File: src/rtl/sat_pkg.sv
// sat_pkg: types and constants shared by the SAT solver blocks.
//   imply_entry_t : one implied assignment {var_idx, val}
//   IMPLY_CNT_W   : occupancy-count width of a full-size implication stack
// `MAX_VARS / `MAX_VARS_BITS normally come from sysdefs.svh. The fallbacks below
// let this slice elaborate on its own.
`ifndef MAX_VARS
`define MAX_VARS 16
`endif
`ifndef MAX_VARS_BITS
`define MAX_VARS_BITS 4
`endif

package sat_pkg;
   typedef struct packed {
      logic [`MAX_VARS_BITS-1:0] var_idx;
      logic                      val;
   } imply_entry_t;

   localparam int IMPLY_CNT_W = $clog2(`MAX_VARS + 1);
endpackage

File: src/rtl/imply_stack_stats.sv
// imply_stack_stats: occupancy high-water mark and accepted-push counter.
//   clock, reset     : clock; synchronous active-high reset
//   clear            : solver flush (clears high_water only)
//   push_acc         : a push is accepted this cycle
//   cnt_nxt          : occupancy the stack will hold after this edge
//   high_water       : max occupancy since reset/clear
//   push_total       : saturating count of accepted pushes (reset only)
module imply_stack_stats #(
   parameter int CNT_W = 5
) (
   input  logic             clock,
   input  logic             reset,
   input  logic             clear,
   input  logic             push_acc,
   input  logic [CNT_W-1:0] cnt_nxt,
   output logic [CNT_W-1:0] high_water,
   output logic [15:0]      push_total
);
   always_ff @(posedge clock) begin
      if (reset) begin
         high_water <= '0;
         push_total <= '0;
      end else begin
         if (clear)
            high_water <= '0;
         else if (cnt_nxt > high_water)
            high_water <= cnt_nxt;
         if (push_acc && push_total != 16'hFFFF)
            push_total <= push_total + 16'd1;
      end
   end
endmodule

File: src/rtl/imply_stack.sv
// imply_stack: LIFO of implied variable assignments.
// Pushed by the conflict detector, popped by the propagation dispatcher over a
// valid/ready port, flushed by the solver on conflict/backtrack.
//   clock, reset            : clock; synchronous active-high reset
//   clear                   : synchronous flush (beats push/pop)
//   push_en/push_var_idx/push_val : push side
//   pop_ready/pop_valid/pop_var_idx/pop_val : pop side, top = mem[count-1]
//   count, empty, full      : occupancy
//   overflow                : sticky, a push was dropped while full
//   high_water, push_total  : statistics, built only with IMPLY_STACK_STATS_EN
//                             (tied to 0 otherwise)
module imply_stack
   import sat_pkg::*;
#(
   parameter int  DEPTH = `MAX_VARS,
   parameter int  IDX_W = `MAX_VARS_BITS,
   localparam int CNT_W = $clog2(DEPTH + 1)
) (
   input  logic             clock,
   input  logic             reset,
   input  logic             clear,
   input  logic             push_en,
   input  logic [IDX_W-1:0] push_var_idx,
   input  logic             push_val,
   input  logic             pop_ready,
   output logic             pop_valid,
   output logic [IDX_W-1:0] pop_var_idx,
   output logic             pop_val,
   output logic [CNT_W-1:0] count,
   output logic             empty,
   output logic             full,
   output logic             overflow,
   output logic [CNT_W-1:0] high_water,
   output logic [15:0]      push_total
);
   localparam int AW = (DEPTH > 1) ? $clog2(DEPTH) : 1;

   logic [IDX_W-1:0] mem_idx [DEPTH];
   logic             mem_val [DEPTH];

   logic             pop_fire, push_ok;
   logic [AW-1:0]    rd_addr, wr_addr;
   logic [CNT_W-1:0] cnt_nxt;
   logic             ovf_nxt;

   assign empty     = (count == '0);
   assign full      = (count == CNT_W'(DEPTH));
   assign pop_valid = !empty;
   assign pop_fire  = pop_valid && pop_ready;
   // A full stack still takes a push when the top is leaving this cycle.
   assign push_ok   = push_en && (!full || pop_fire);

   // rd_addr wraps when empty; its contents are don't-care then.
   assign rd_addr     = AW'(count - CNT_W'(1));
   // Push+pop replaces the current top in place.
   assign wr_addr     = pop_fire ? rd_addr : AW'(count);
   assign pop_var_idx = mem_idx[rd_addr];
   assign pop_val     = mem_val[rd_addr];

   always_comb begin
      cnt_nxt = count;
      ovf_nxt = overflow;
      if (clear) begin
         cnt_nxt = '0;
         ovf_nxt = 1'b0;
      end else begin
         if (push_ok && !pop_fire)
            cnt_nxt = count + CNT_W'(1);
         else if (pop_fire && !push_ok)
            cnt_nxt = count - CNT_W'(1);
         if (push_en && full && !pop_fire)
            ovf_nxt = 1'b1;
      end
   end

   always_ff @(posedge clock) begin
      if (reset) begin
         count    <= '0;
         overflow <= 1'b0;
      end else begin
         count    <= cnt_nxt;
         overflow <= ovf_nxt;
      end
   end

   // Storage carries no reset.
   always_ff @(posedge clock) begin
      if (!reset && !clear && push_ok) begin
         mem_idx[wr_addr] <= push_var_idx;
         mem_val[wr_addr] <= push_val;
      end
   end

`ifdef IMPLY_STACK_STATS_EN
   imply_stack_stats #(.CNT_W(CNT_W)) u_stats (
      .clock      (clock),
      .reset      (reset),
      .clear      (clear),
      .push_acc   (push_ok && !clear),
      .cnt_nxt    (cnt_nxt),
      .high_water (high_water),
      .push_total (push_total)
   );
`else
   assign high_water = '0;
   assign push_total = '0;
`endif
endmodule

File: config.mk
export PLATFORM = sky130hd
export DESIGN_NAME = imply_stack
export DESIGN_NICKNAME = d
export VERILOG_FILES = /design/src/rtl/sat_pkg.sv /design/src/rtl/imply_stack_stats.sv /design/src/rtl/imply_stack.sv
export SDC_FILE = /design/constraint.sdc
export NUM_CORES = 1
export LEC_CHECK = 0
export ABC_AREA = 1
export BUFFER_PORTS_ARGS = -buffer_cell sky130_fd_sc_hd__buf_4
export CORE_MARGIN = 5
export CORE_UTILIZATION = 48
export DETAILED_ROUTE_END_ITERATION = 8
export GPL_TIMING_DRIVEN = 0
export PLACE_DENSITY_LB_ADDON = 0.3
export SYNTH_ARGS = -nofsm -noshare
export SYNTH_HDL_FRONTEND = slang
export SYNTH_HIERARCHICAL = 1
export SYNTH_SLANG_ARGS = --single-unit
File: constraint.sdc
create_clock -name clock -period 6.3 [get_ports clock]
set_input_delay 0.315 -clock clock [delete_from_list [all_inputs] [get_ports clock]]
set_output_delay 0.315 -clock clock [all_outputs]
set_load 0.005 [all_outputs]
# Word level (Yosys, flattened, before mapping)
# Memories as Yosys holds them, arrays and structs flattened.
# Index checks and enable logic that the tools add are counted.
[classes]
n_reduce_logical = 18
eq_ne = 1
mux = 5
add_sub_neg = 2
[op_table]
columns = ["op", "count"]
rows = [
  ["$mux W5", 2],
  ["$logic_and A1 B1 Y1", 8],
  ["$logic_not A1 Y1", 6],
  ["$add A5 B1 Y5 const B", 1],
  ["$eq A5 B5 Y1 const B", 1],
  ["$logic_not A5 Y1", 1],
  ["$sub A5 B1 Y5 const B", 1],
  ["$mux W4", 1],
  ["$mux W1", 2],
  ["$reduce_bool A2 Y1", 1],
  ["$reduce_or A2 Y1", 1],
  ["$logic_or A1 B1 Y1", 1],
]
[word_totals]
mem_count = 2
ff_bits = 6
inputBits = 10
output_inout_bits = 35
ramBits = 80
word_cells = 30
[mem_list]
columns = ["name", "words", "width", "rd", "rd_clocked_by_memory_dff", "write_ports", "line_no", "rtl"]
rows = [
  ["mem_idx", 16, 4, 1, 0, 1, "imply_stack.sv:38", "logic [IDX_W-1:0] mem_idx [DEPTH];"],
  ["mem_val", 16, 1, 1, 0, 1, "imply_stack.sv:39", "logic mem_val [DEPTH];"],
]

# Depth between registers and ports, before layout
[depth]
depth_word = 9
ltp_mapped = 15

# Worst setup path before layout
# Ideal clock, no wire load.
[synth_timing]
path_type = "register -> register"
startpoint = "register count[0]"
endpoint = "memory mem_idx[10][0] in the netlist's numbering (enable)"
n_path_buf = 4
setup_slack_ns = 3.804
setup_time_ns = 0.340
arrival_ns = 2.156
path_stages_with_launch = 12
cell_sequence = "dfxtp_1 buf_2 inv_2 buf_4 buf_2 ha_1 inv_1 clkbuf_1 nand3_1 nand2_1 nand3_1 nor2_1"
[synth_via]
elab_chain_len = 8
elab_cells_between_ends = 12
[synth_lines]
columns = ["item", "line_no", "rtl"]
rows = [
  ["from (decl)", "imply_stack.sv:29", "output logic [CNT_W-1:0] count,"],
  ["from (signal assigned)", "imply_stack.sv:81", "count <= cnt_nxt;"],
  ["$logic_not A5 Y1", "imply_stack.sv:46", "assign empty = (count == '0);"],
  ["$logic_not A1 Y1", "imply_stack.sv:48", "assign pop_valid = !empty;"],
  ["$logic_and A1 B1 Y1", "imply_stack.sv:49", "assign pop_fire = pop_valid && pop_ready;"],
  ["$logic_or A1 B1 Y1", "imply_stack.sv:51", "assign push_ok = push_en && (!full || pop_fire);"],
  ["$logic_and A1 B1 Y1", "imply_stack.sv:51", ""],
  ["$logic_and A1 B1 Y1", "imply_stack.sv:88", "if (!reset && !clear && push_ok) begin"],
  ["$mux W1", "imply_stack.sv:88", ""],
  ["$mux W1 (implied by the code)", "imply_stack.sv:89", "mem_idx[wr_addr] <= push_var_idx;"],
  ["to (decl)", "imply_stack.sv:38", ""],
]
# Several ways; a longest one is shown, not always the timed one.

# Worst setup path after layout
[layout_timing]
startpoint = "register count[0]"
endpoint = "output pop_var_idx[1]"
[layout_via]
elab_chain_len = 2
[layout_lines]
columns = ["item", "line_no", "rtl"]
rows = [
  ["$sub A5 B1 Y5", "n/a", ""],
  ["$mem_v2 Z16 W4", "n/a", ""],
  ["to (decl)", "imply_stack.sv:27", "output logic [IDX_W-1:0] pop_var_idx,"],
]
# Every way passes these cells.

==> impl_metrics.tcl <==
set metrics [dict create \
    rsz0062_at_grt "false" \
    cts-buffers-inserted 9 \
    placedInstanceArea_mm2 0.004382 \
    dp.final_hpwl_mm 6.578 \
    postLayoutCoreUtil_pct 55.49 \
    synth_area_per_cell_um2 10.24 \
    grt_pass1_vias 2745 \
    cts_tree "yes" \
    synth.distinct_cells 26 \
    wl_per_cell_um 16.55 \
    cts_sinks 86 \
    io_buffers 23 \
    syn-cell-area_mm2 0.004003 \
    report.final.slew_viol_count 0 \
    syn_inst 391 \
    synth_top_area_share_pct 60.02 \
    ff2ff_setup_slack_ps 3080 \
    status "finished, final reports clean" \
    globalplace.congestion 1.034 \
    min_to "overflow" \
    crit_chain "buf_2, inv_2, buf_4, buf_2, ha_1, inv_1, clkbuf_1, nor2_1, o21ai_0, nand3_1, nand3_1, nand2_1, buf_4" \
    grt_start_max_net_pins 17 \
    drt_iter0_drc 359 \
    post-route-min-period_ps 3427 \
    cp_max_fo 11 \
    antenna_found_initial 0 \
    antenna_cells 0 \
    hold_depth 3 \
    ys_seq_area_share_pct 63.02 \
    path_class "reg2out" \
    crit_arrival_ps 3110 \
    ant_nets 0 \
    area_growth_syn_to_layout_pct 13.35 \
    drc 0 \
    fmax_mhz 291.8 \
    grt_use_total_pct 18.87 \
    vias 2984 \
    numPlacedInstances 539 \
    vdd_ir_drop_max_v 0.0001529 \
    die_y_um 101.3 \
    synth-warning-count 6 \
    finalSetupTns_ps 0 \
    synth.area.top_cells "edfxtp_1 60%, nor2_1 9.6%, nand3_1 5.6%" \
    cts-htree-levels 3 \
    hold_viol 0 \
    routed_wl_mm 9.168 \
    grt_pass1_wl_mm 14.42 \
    slowest_stage "ha_1" \
    fin_area_mm2 0.004537 \
    dr.pass1.iters 5 \
    synth_top_cell_by_area "edfxtp_1" \
    grt_overflow 0 \
    rows 33 \
    end_kind "output pin" \
    required_ps 5980 \
    ios 45 \
    setup_viol 0 \
    period_share_pct 54.40 \
    cap_violations 0 \
    min_from "push_en" \
    p_total_w 0.001319 \
    dieWidth_um 101.3 \
    reg2reg_from "count[0]" \
    ctsResizeCount 0 \
    power_leakage_nw 1.765 \
    r2r_end "mem_idx[6][2]" \
    clockBufferDepth 2 \
    cp-start-kind "flop" \
    ctsRootBufferMaster "clkbuf_8" \
    core_area_mm2 0.008175 \
    cts_setup_buffers 0 \
    clk_pin_slew_worst_paths_ps 80 \
    clock_latency_ps 350 \
    final-instance-count-excl-fill 554 \
    min_path_type "in2reg" \
    pwr_density_cell_mw_per_mm2 290.7 \
    postCtsHoldBufs 0 \
    synth_seq_cells 86 \
    slowest_delay_ps 420 \
    nNetsFinal 459 \
    vias_per_cell 5.386 \
    start_util_pct 48.96 \
    r2r_cells 11 \
    drive_gt1_share_pct 16.48 \
    die-area_mm2 0.01026 \
    clock_skew_ps 6.718 \
]
## critical path, delay by kind of cell (launching register included)
kind | cells | cell delay (ps)
fa+ha+maj | 1 | 420
buf+inv | 7 | 1330
compound gates | 1 | 160
simple gates | 4 | 500
flops | 1 | 360
## stage by stage
| step | worst slack [ps] | hold slack (ps) |
|---|---|---|
| after floorplan | 3804 | 413.9 |
| after global placement | 3168 | 459.9 |
| after detailed placement | 3118 | 462.6 |
| after CTS | 2891 | 220.6 |
| after global routing | 2701 | 252.0 |
| final | 2873 | 227.1 |
## cell usage in the layout (no fill, tap or decap), drive strengths merged
cell type	netlist	layout
nor2	103	103
edfxtp	80	80
buf	32	55
o21ai	48	48
nand3	46	46
nand2	35	35
conb	1	21
clkbuf	8	18
inv	15	15
a21oi	7	7
dfxtp	6	6
ha	4	4
clkinv	0	3
xnor2	2	2
nand4	2	2
clkinvlp	0	2
nand3b	1	1
a31oi	1	1
## report_power, final
| group | switching [W] | leakage, nW | total, W | internal, W |
|---|---|---|---|---|
| clock | 0.000185 | 0.0732 | 0.000322 | 0.000138 |
| sequential | 0.00000668 | 0.768 | 0.000639 | 0.000633 |
| combinational | 0.000226 | 0.923 | 0.000357 | 0.000131 |
## cells in the mapped netlist
cell type / count
buf_12: 1
xnor2_1: 2
buf_2: 8
o21ai_0: 44
buf_6: 1
o21ai_2: 1
inv_1: 14
nand3_4: 1
dfxtp_1: 6
nand4_1: 2
nand3b_1: 1
nand2_2: 2
a31oi_1: 1
conb_1: 1
nor2_4: 1
clkbuf_1: 8
edfxtp_1: 80
nand3_1: 45
nand2_4: 1
o21ai_1: 3
inv_2: 1
nor2_1: 102
buf_4: 22
ha_1: 4
nand2_1: 32
a21oi_1: 7
## kinds of logic after synthesis
group           after synthesis  share of synthesized area [%]
simple gates                187                          20.01
fa+ha+maj                     4                          1.250
other cells                   1                        0.09369
xor+xnor                      2                         0.4377
buf+inv                      55                          8.065
flops                        86                          63.02
compound gates               56                          7.127
## metal layers
layer | GRT usage [%] | routed length (µm) | up-vias | share of wire [%]
met3 | 3.857 | 895 | 29 | 9.8
met2 | 28.27 | 4056 | 165 | 44
li1 | - | - | 1406 | -
met4 | 7.566 | 290 | 0 | 3.2
met5 | 0 | 0 | - | 0
met1 | 27.03 | 3926 | 1384 | 43
## registers in the layout (all words and copies together), names as in the netlist
| register | count |
|---|---|
| mem_idx | 64 |
| mem_val | 16 |
| count | 5 |
| overflow | 1 |
## area by class of cell
cell class	count	area [µm²]
plain buffers	40	266.5
clock buffers	10	127.6
clock inverters	5	27.53
fillers	716	3638
inverters	15	56.30
multi-input cells	270	1232
flip-flops and latches	86	2522
well taps	105	131.4
repair buffers	23	172.7
## worst max-delay path by stage
stage,start,end
after global placement,count[0],mem_idx[7][2]
after detailed placement,count[0],mem_idx[6][2]
after floorplan,count[0],mem_idx[10][0]
final,count[0],pop_var_idx[1]
after global routing,count[0],pop_var_idx[0]
after CTS,count[0],pop_var_idx[1]
Note: power is estimated with default switching activity, not from simulation.
